File: src/rtl/cd_bcd7seg_pkg.sv
// Shared constants for the multiplexed BCD/hex seven-segment scanner.
// Holds the active-high abcdefg glyph table and the digit-index width helper.
// Optional leading-zero blanking in the top is enabled by CD_BCD7SEG_LZB_EN.
package cd_bcd7seg_pkg;

    // Bit order {a,b,c,d,e,f,g}, active-high, indexed by the 4-bit code.
    localparam logic [6:0] SEG_LUT [16] = '{
        7'b1111110, 7'b0110000, 7'b1101101, 7'b1111001,
        7'b0110011, 7'b1011011, 7'b1011111, 7'b1110000,
        7'b1111111, 7'b1111011, 7'b1110111, 7'b0011111,
        7'b1001110, 7'b0111101, 7'b1001111, 7'b1000111
    };

    // Width of the digit index: log2(N_DIGITS), at least one bit.
    function automatic int unsigned idx_w(input int unsigned n);
        return (n > 1) ? $clog2(n) : 1;
    endfunction

endpackage

File: src/rtl/cd_bcd7seg_dec.sv
// Nibble to seven-segment decoder, active-high abcdefg.
// Ports: nib_i (4-bit code), seg_o (7-bit segments, seg_o[6]=a).
module cd_bcd7seg_dec
    import cd_bcd7seg_pkg::*;
(
    input  logic [3:0] nib_i,
    output logic [6:0] seg_o
);

    assign seg_o = SEG_LUT[nib_i];

endmodule

File: src/rtl/cd_bcd7seg_scan.sv
// Multiplexed seven-segment scanner with frame-atomic display updates.
// Ports: clk, rst_n (async, active-low), load/bcd_in/dp_in/ready (value
// handshake), seg/dp/an (registered display drive, polarity per ACTIVE_LOW).
// Optional: CD_BCD7SEG_LZB_EN blanks leading zero digits above digit 0.
module cd_bcd7seg_scan
    import cd_bcd7seg_pkg::*;
#(
    parameter int N_DIGITS    = 4,
    parameter int REFRESH_DIV = 100000,
    parameter int ACTIVE_LOW  = 1
) (
    input  logic                  clk,
    input  logic                  rst_n,
    input  logic                  load,
    input  logic [4*N_DIGITS-1:0] bcd_in,
    input  logic [N_DIGITS-1:0]   dp_in,
    output logic                  ready,
    output logic [6:0]            seg,
    output logic                  dp,
    output logic [N_DIGITS-1:0]   an
);

    localparam int   IW  = idx_w(N_DIGITS);
    localparam int   PW  = $clog2(REFRESH_DIV);
    localparam logic INV = (ACTIVE_LOW != 0);

    logic [PW-1:0]         cnt_q;
    logic [IW-1:0]         idx_q;
    logic [4*N_DIGITS-1:0] pend_bcd_q, disp_bcd_q;
    logic [N_DIGITS-1:0]   pend_dp_q, disp_dp_q;
    logic                  ready_q;

    logic                  tick_q;
    logic [IW-1:0]         slot_q;
    logic [3:0]            nib_q;
    logic                  pdp_q;

    logic [6:0]            seg_q;
    logic                  dp_q;
    logic [N_DIGITS-1:0]   an_q;

    logic                  tick, last, frame;
    logic [3:0]            nib_d;
    logic [6:0]            dec_seg, seg_d;
    logic [N_DIGITS-1:0]   an_d;

    assign tick  = (cnt_q == PW'(REFRESH_DIV - 1));
    assign last  = (idx_q == IW'(N_DIGITS - 1));
    assign frame = tick & last;

    always_ff @(posedge clk or negedge rst_n) begin
        if (!rst_n) begin
            cnt_q <= '0;
            idx_q <= '0;
        end else if (tick) begin
            cnt_q <= '0;
            idx_q <= last ? '0 : idx_q + IW'(1);
        end else begin
            cnt_q <= cnt_q + PW'(1);
        end
    end

    // Accept and commit are mutually exclusive through ready_q, so a load
    // landing on a frame boundary only fills pending and waits a full frame.
    always_ff @(posedge clk or negedge rst_n) begin
        if (!rst_n) begin
            pend_bcd_q <= '0;
            pend_dp_q  <= '0;
            disp_bcd_q <= '0;
            disp_dp_q  <= '0;
            ready_q    <= 1'b1;
        end else if (load && ready_q) begin
            pend_bcd_q <= bcd_in;
            pend_dp_q  <= dp_in;
            ready_q    <= 1'b0;
        end else if (frame && !ready_q) begin
            disp_bcd_q <= pend_bcd_q;
            disp_dp_q  <= pend_dp_q;
            ready_q    <= 1'b1;
        end
    end

    assign nib_d = disp_bcd_q[4*int'(idx_q) +: 4];

    // The slot's digit is captured from the display register at the tick,
    // before a same-edge commit can change it; the output stage follows.
    always_ff @(posedge clk or negedge rst_n) begin
        if (!rst_n) begin
            tick_q <= 1'b0;
            slot_q <= '0;
            nib_q  <= '0;
            pdp_q  <= 1'b0;
        end else begin
            tick_q <= tick;
            if (tick) begin
                slot_q <= idx_q;
                nib_q  <= nib_d;
                pdp_q  <= disp_dp_q[idx_q];
            end
        end
    end

    cd_bcd7seg_dec u_dec (
        .nib_i (nib_q),
        .seg_o (dec_seg)
    );

`ifdef CD_BCD7SEG_LZB_EN
    logic hi_nz, blank_d, blank_q;

    // Blank when this digit and every digit above it are zero.
    always_comb begin
        hi_nz = 1'b0;
        for (int k = 0; k < N_DIGITS; k++) begin
            if (k >= int'(idx_q) && disp_bcd_q[4*k +: 4] != 4'd0) begin
                hi_nz = 1'b1;
            end
        end
        blank_d = (idx_q != '0) && !hi_nz;
    end

    always_ff @(posedge clk or negedge rst_n) begin
        if (!rst_n) begin
            blank_q <= 1'b0;
        end else if (tick) begin
            blank_q <= blank_d;
        end
    end

    assign seg_d = blank_q ? 7'b0000000 : dec_seg;
`else
    assign seg_d = dec_seg;
`endif

    assign an_d = N_DIGITS'(1) << slot_q;

    always_ff @(posedge clk or negedge rst_n) begin
        if (!rst_n) begin
            seg_q <= {7{INV}};
            dp_q  <= INV;
            an_q  <= {N_DIGITS{INV}};
        end else if (tick_q) begin
            seg_q <= seg_d ^ {7{INV}};
            dp_q  <= pdp_q ^ INV;
            an_q  <= an_d ^ {N_DIGITS{INV}};
        end
    end

    assign ready = ready_q;
    assign seg   = seg_q;
    assign dp    = dp_q;
    assign an    = an_q;

endmodule

File: config.mk
export PLATFORM = sky130hd
export DESIGN_NAME = cd_bcd7seg_scan
export DESIGN_NICKNAME = d
export VERILOG_FILES = /design/src/rtl/cd_bcd7seg_pkg.sv /design/src/rtl/cd_bcd7seg_dec.sv /design/src/rtl/cd_bcd7seg_scan.sv
export SDC_FILE = /design/constraint.sdc
export NUM_CORES = 1
export LEC_CHECK = 0
export BUFFER_PORTS_ARGS = -buffer_cell sky130_fd_sc_hd__buf_2
export CELL_PAD_IN_SITES_DETAIL_PLACEMENT = 1
export CELL_PAD_IN_SITES_GLOBAL_PLACEMENT = 2
export CORE_ASPECT_RATIO = 1.5
export CORE_UTILIZATION = 44
export CTS_CLUSTER_DIAMETER = 200
export DETAILED_ROUTE_END_ITERATION = 10
export HOLD_SLACK_MARGIN = 0.02
export PLACE_DENSITY = 0.87
export SLEW_MARGIN = 20
export SYNTH_ARGS = -nofsm -noshare
export SYNTH_HDL_FRONTEND = slang
export SYNTH_SLANG_ARGS = --single-unit
File: constraint.sdc
create_clock -name clk -period 5.1 [get_ports clk]
set_clock_uncertainty 0.05 [all_clocks]
set_input_delay 0.51 -clock clk [delete_from_list [all_inputs] [get_ports clk]]
set_output_delay 0.51 -clock clk [all_outputs]
set_load 0.005 [all_outputs]
### Yosys cells after proc, flatten, opt, wreduce, memory -nomap -nowiden

Memories as Yosys holds them, arrays and structs flattened.
Cells that the tools add are included.

* register bits after elaboration: 80
* memory bits (read-only): 112
* input port bits: 23
* output and inout bits: 13
* word-level logic and storage cells: 42
* memories kept: 1

* add/sub/neg operators: 2
* order comparisons: 2
* equal/unequal tests: 2
* shifts and indexed selects: 2
* multiplexer cells: 8
* bitwise gates (word level): 6
* reductions and logical operators: 5

Memory list
* (name not given): words 16, width 7, rd ports 1, clocked after Yosys merged registers in 0, wr ports 0, line cd_bcd7seg_dec.sv:10 `assign seg_o = SEG_LUT[nib_i];`

Operators by type and width (count)
* $add 17x1->17 const B: 1
* $eq 17x17->1 const B: 1
* $mux 17: 1
* $shiftx 16x5->4: 1
* $mux 7: 2
* $not 7->7: 1
* $ge 5x5->1 const B: 1
* $not 4->5: 1
* $not 4->4: 1
* $shl 1x2->4 const A: 1
* $lt 2x3->1 const B: 1
* $mux 1: 3
* $add 2x1->2 const B: 1
* $bmux 1 s2: 1
* $eq 2x2->1 const B: 1
* $logic_and 1x1->1: 2
* $mux 2: 1
* $not 1->1: 2
* $reduce_and 2->1: 1
* $reduce_bool 2->1: 1
* $and 1x1->1: 1
* $logic_not 1->1: 1

### Longest topological paths before layout

* word-level depth: 5
* depth in mapped cells: 6
* mapped depth without buffers: 6

### By module

From an unflattened synthesis, not the netlist that was laid out.

* cells, all modules: 266
* area, all modules: 3684.8 um2

Modules (own cells, without submodules)
* cd_bcd7seg_scan: times used 1, cells each 233, area each 3397.0 um2, seq. area each 2018.2 um2
* cd_bcd7seg_dec: times used 1, cells each 33, area each 287.8 um2, seq. area each 0.0 um2

### Worst setup path before layout

OpenSTA, ideal clock, no wires.

* path type: register to register
* start: reg cnt_q[0]
* end: reg slot_q[0]
* setup time: 0.128 ns
* data arrival time: 1.997 ns
* required time: 4.922 ns
* slack: 2.925 ns
* stages on the path, launching flop included: 6
* buffers on the path: 1
* period minus slack after synthesis: 2.175 ns
* path through: dfrtp_1 -> ha_1 -> or4b_4 -> nor3_4 -> buf_6 -> mux2_1

* longest elaborated chain between the ends: 1

Ends and longest elaborated chain
* from (decl): line cd_bcd7seg_scan.sv:27 `logic [PW-1:0] cnt_q;`
* from (signal assigned): line cd_bcd7seg_scan.sv:59 `cnt_q <= cnt_q + PW'(1);`
* $eq 17x17->1: line cd_bcd7seg_scan.sv:47 `assign tick = (cnt_q == PW'(REFRESH_DIV - 1));`
* to (signal assigned): line cd_bcd7seg_scan.sv:96 `slot_q <= idx_q;`
* to (decl): line cd_bcd7seg_scan.sv:34 `logic [IW-1:0] slot_q;`

No other way between the ends.
A chain may end at the register's enable or synchronous reset.

### Worst setup path after layout

* start: reg cnt_q[0]
* end: reg nib_q[1]

* longest elaborated chain between the ends: 1

Ends and longest elaborated chain
* $eq 17x17->1: line cd_bcd7seg_scan.sv:47
* to (signal assigned): line cd_bcd7seg_scan.sv:97 `nib_q <= nib_d;`
* to (decl): line cd_bcd7seg_scan.sv:35 `logic [3:0] nib_q;`

No other way between the ends.

==> flow_summary.yaml <==
sta:
  max_slew_margin: 0.357
  setup_slack_ns: 2.63
  rsz0062_at_grt: "false"
  finalSetupTns_ns: 0
  period_share: 0.484
  whs_ns: 0.291
  setup_viol: 0
  tightest_slew_ns: 0.965
  hold_viol_final: 0
  period_minus_slack_ns: 2.47
  max_freq_mhz: 405
  final_max_slew_viol_count: 0
die:
  placementRows: 39
  dieArea_um2: 8400
  die_h_um: 112
  ios: 36
  start_util: 0.458
  core_region_area_um2: 7710
  fp.dieW_um: 75.2
synth:
  synth_seq_cells: 80
  ys.flop_type: "dfrtp_1"
  ys_warn_count: 0
  synth_area_per_cell_um2: 13.3
  synth_edf_count: 0
  synth_top_area_share: 0.475
  yosysMostFrequentCell: "dfrtp_1"
  synth-async-reset-ratio: 1.00
  syn-cell-area_um2: 3530
  syn-num-nets: 296
  synth_top_area_cell: "dfrtp_1"
  synthTopCellsByArea: "dfrtp_1, mux2_2, dfstp_2, mux2_1, mux4_2"
  synthTopCellsByCount: "dfrtp_1, mux2_2, nor2_1"
  synth_cells: 266
  synth_cell_type_count: 36
  synth_seq_area_share: 0.571
finish:
  utilization: 0.532
  fillers: 822
  drive_above_1_share: 0.343
  syn_to_final_growth_pct: 16.0
  final_nets: 331
  n_antenna_cell: 0
worst_setup_path:
  worstPathRequired_ns: 5.27
  cp-start-kind: "flop"
  path_buf_inv: 0
  cp_slowest_cell: "nor3_4"
  slowest_delay_ns: 0.67
  crit_chain: "ha_1 -> or4b_4 -> nor3_4 -> mux2_2"
  criticalPathCategory: "reg -> reg"
  critPathMaxFanout: 18
  crit_family: "simple AND/OR/NAND/NOR gates"
  crit_arrival_ns: 2.64
  rrSetupSlack_ns: 2.63
  cp-end-kind: "flop"
routing:
  route.detailed.drc: 0
  viasPerCell: 5.25
  wl_per_cell_um: 15.7
  num_vias: 2141
  wl_mm: 6.40
  drtPass1Iterations: 4
  drt-initial-drc-count: 61
  ant_nets: 0
cts:
  cts_buffers: 9
  root_buffer: "clkbuf_16"
  clk_pin_slew_worst_paths_ns: 0.06
  postCtsSetupBuffers: 0
  h-tree-depth: 3
  clock_latency_ns: 0.33
  hold_buffers: 0
  clock-sinks: 80
  cts_buffer_depth: 2
  cts_resized: 0
  tritoncts: "done"
placement:
  dp_hpwl_mm: 4.42
  port_buffers: 35
  place_ws_ns: 2.62
  gp_congestion: 0.778
global_routing:
  grtUsageTotal: 0.183
  grt_pass1_vias: 2303
  grt_max_degree: 81
  antenna_found_initial: 0
  grt_pass1_wl_mm: 11.2
  overflow: 0
power:
  irDropWorstVdd_mv: 0.227
  leakage_nw: 2.01
  powerDensity_nw_per_um2: 327
run_status:
  outcome: "finished clean"
job:
  cap_violations: 0
min_path:
  hold_class: "in -> async"
cells by family after synthesis:
kind of cell               synth area share
AOI/OAI and AO/OA                    0.0326
xor gates and xnor gates             0.0372
adders and majority gates            0.0248
buffers and inverters                0.0290
DFF                                   0.571
muxes                                 0.206
and+or+nand+nor                      0.0988
worst paths after layout:
check                               from           end  cells past startpoint
worst min register to register     pdp_q            dp                      1
worst min-delay path               rst_n  disp_dp_q[2]                      1
min in group clk                dp_in[1]  pend_dp_q[1]                      2
worst max-delay path            cnt_q[0]      nib_q[1]                      4
worst max register to register  cnt_q[0]      nib_q[1]                      4
max in group asynchronous          rst_n     cnt_q[14]                      1
metrics by stage:
stage	total power [mW]	std cells	cell area, um^2
finish	1.34	408	4100
global route	1.38	408	4100
CTS	1.36	408	4100
detailed placement	0.668	392	3780
global placement	0.667	392	3780
floorplan	0.647	266	3530
area by class of cell:
cell class,instances,area [um^2],area share
Timing Repair Buffer,36,185,0.0452
Inverter,9,33.8,0.00824
Sequential cell,80,2020,0.492
Tap cell,102,128,0.0311
Clock inverter,5,78.8,0.0192
Clock buffer,11,243,0.0592
Multi-Input combinational cell,165,1410,0.345
registers in the layout, indices dropped and copies added, names as in the netlist:
signal      cells
an              4
cnt_q          17
disp_bcd_q     16
disp_dp_q       4
dp              1
idx_q           2
nib_q           4
pdp_q           1
pend_bcd_q     16
pend_dp_q       4
ready           1
seg             7
slot_q          2
tick_q          1
routing by layer:
layer,vias up,track usage,share of wire
met2,35,0.315,0.54
li1,1005,-,-
met1,1091,0.206,0.40
met4,0,0.0765,0.021
met5,-,0,0
met3,10,0.0525,0.031
power breakdown:
part / total, mW / switching (mW) / internal [mW]
Sequential: 0.635 / 0 / 0.635
Combinational: 0.0199 / 0.0137 / 0.00618
Clock: 0.683 / 0.242 / 0.442
Total: 1.34 / 0.255 / 1.08
placed cells by master, fill, tap and decap left out, drive strengths merged:
cell type,Yosys,final
nand2b,1,1
inv,9,10
a21o,1,1
buf,6,36
or4,1,1
mux2i,2,2
and2,1,1
mux2,51,51
a32oi,1,1
a31oi,5,5
xor2,9,9
dfstp,13,13
nor2b,2,2
a211oi,1,1
nand2,7,7
xnor2,6,6
nand3,9,9
bufinv,0,2
dfrtp,67,67
nor3,5,5
o21ai,2,2
clkbuf,6,11
nor4,3,3
nand3b,1,1
a21oi,8,8
mux4,6,6
o32a,1,1
ha,7,7
or4b,1,1
nand4,6,6
nor2,25,25
clkinv,0,2
and3,3,3
worst register-to-register path, stage by stage, from the launching register on:
cell,delay [ns]
dfrtp_1,0.43
ha_1,0.26
or4b_4,0.53
nor3_4,0.67
mux2_2,0.41
No activity file was read; power rests on OpenSTA's default activity.
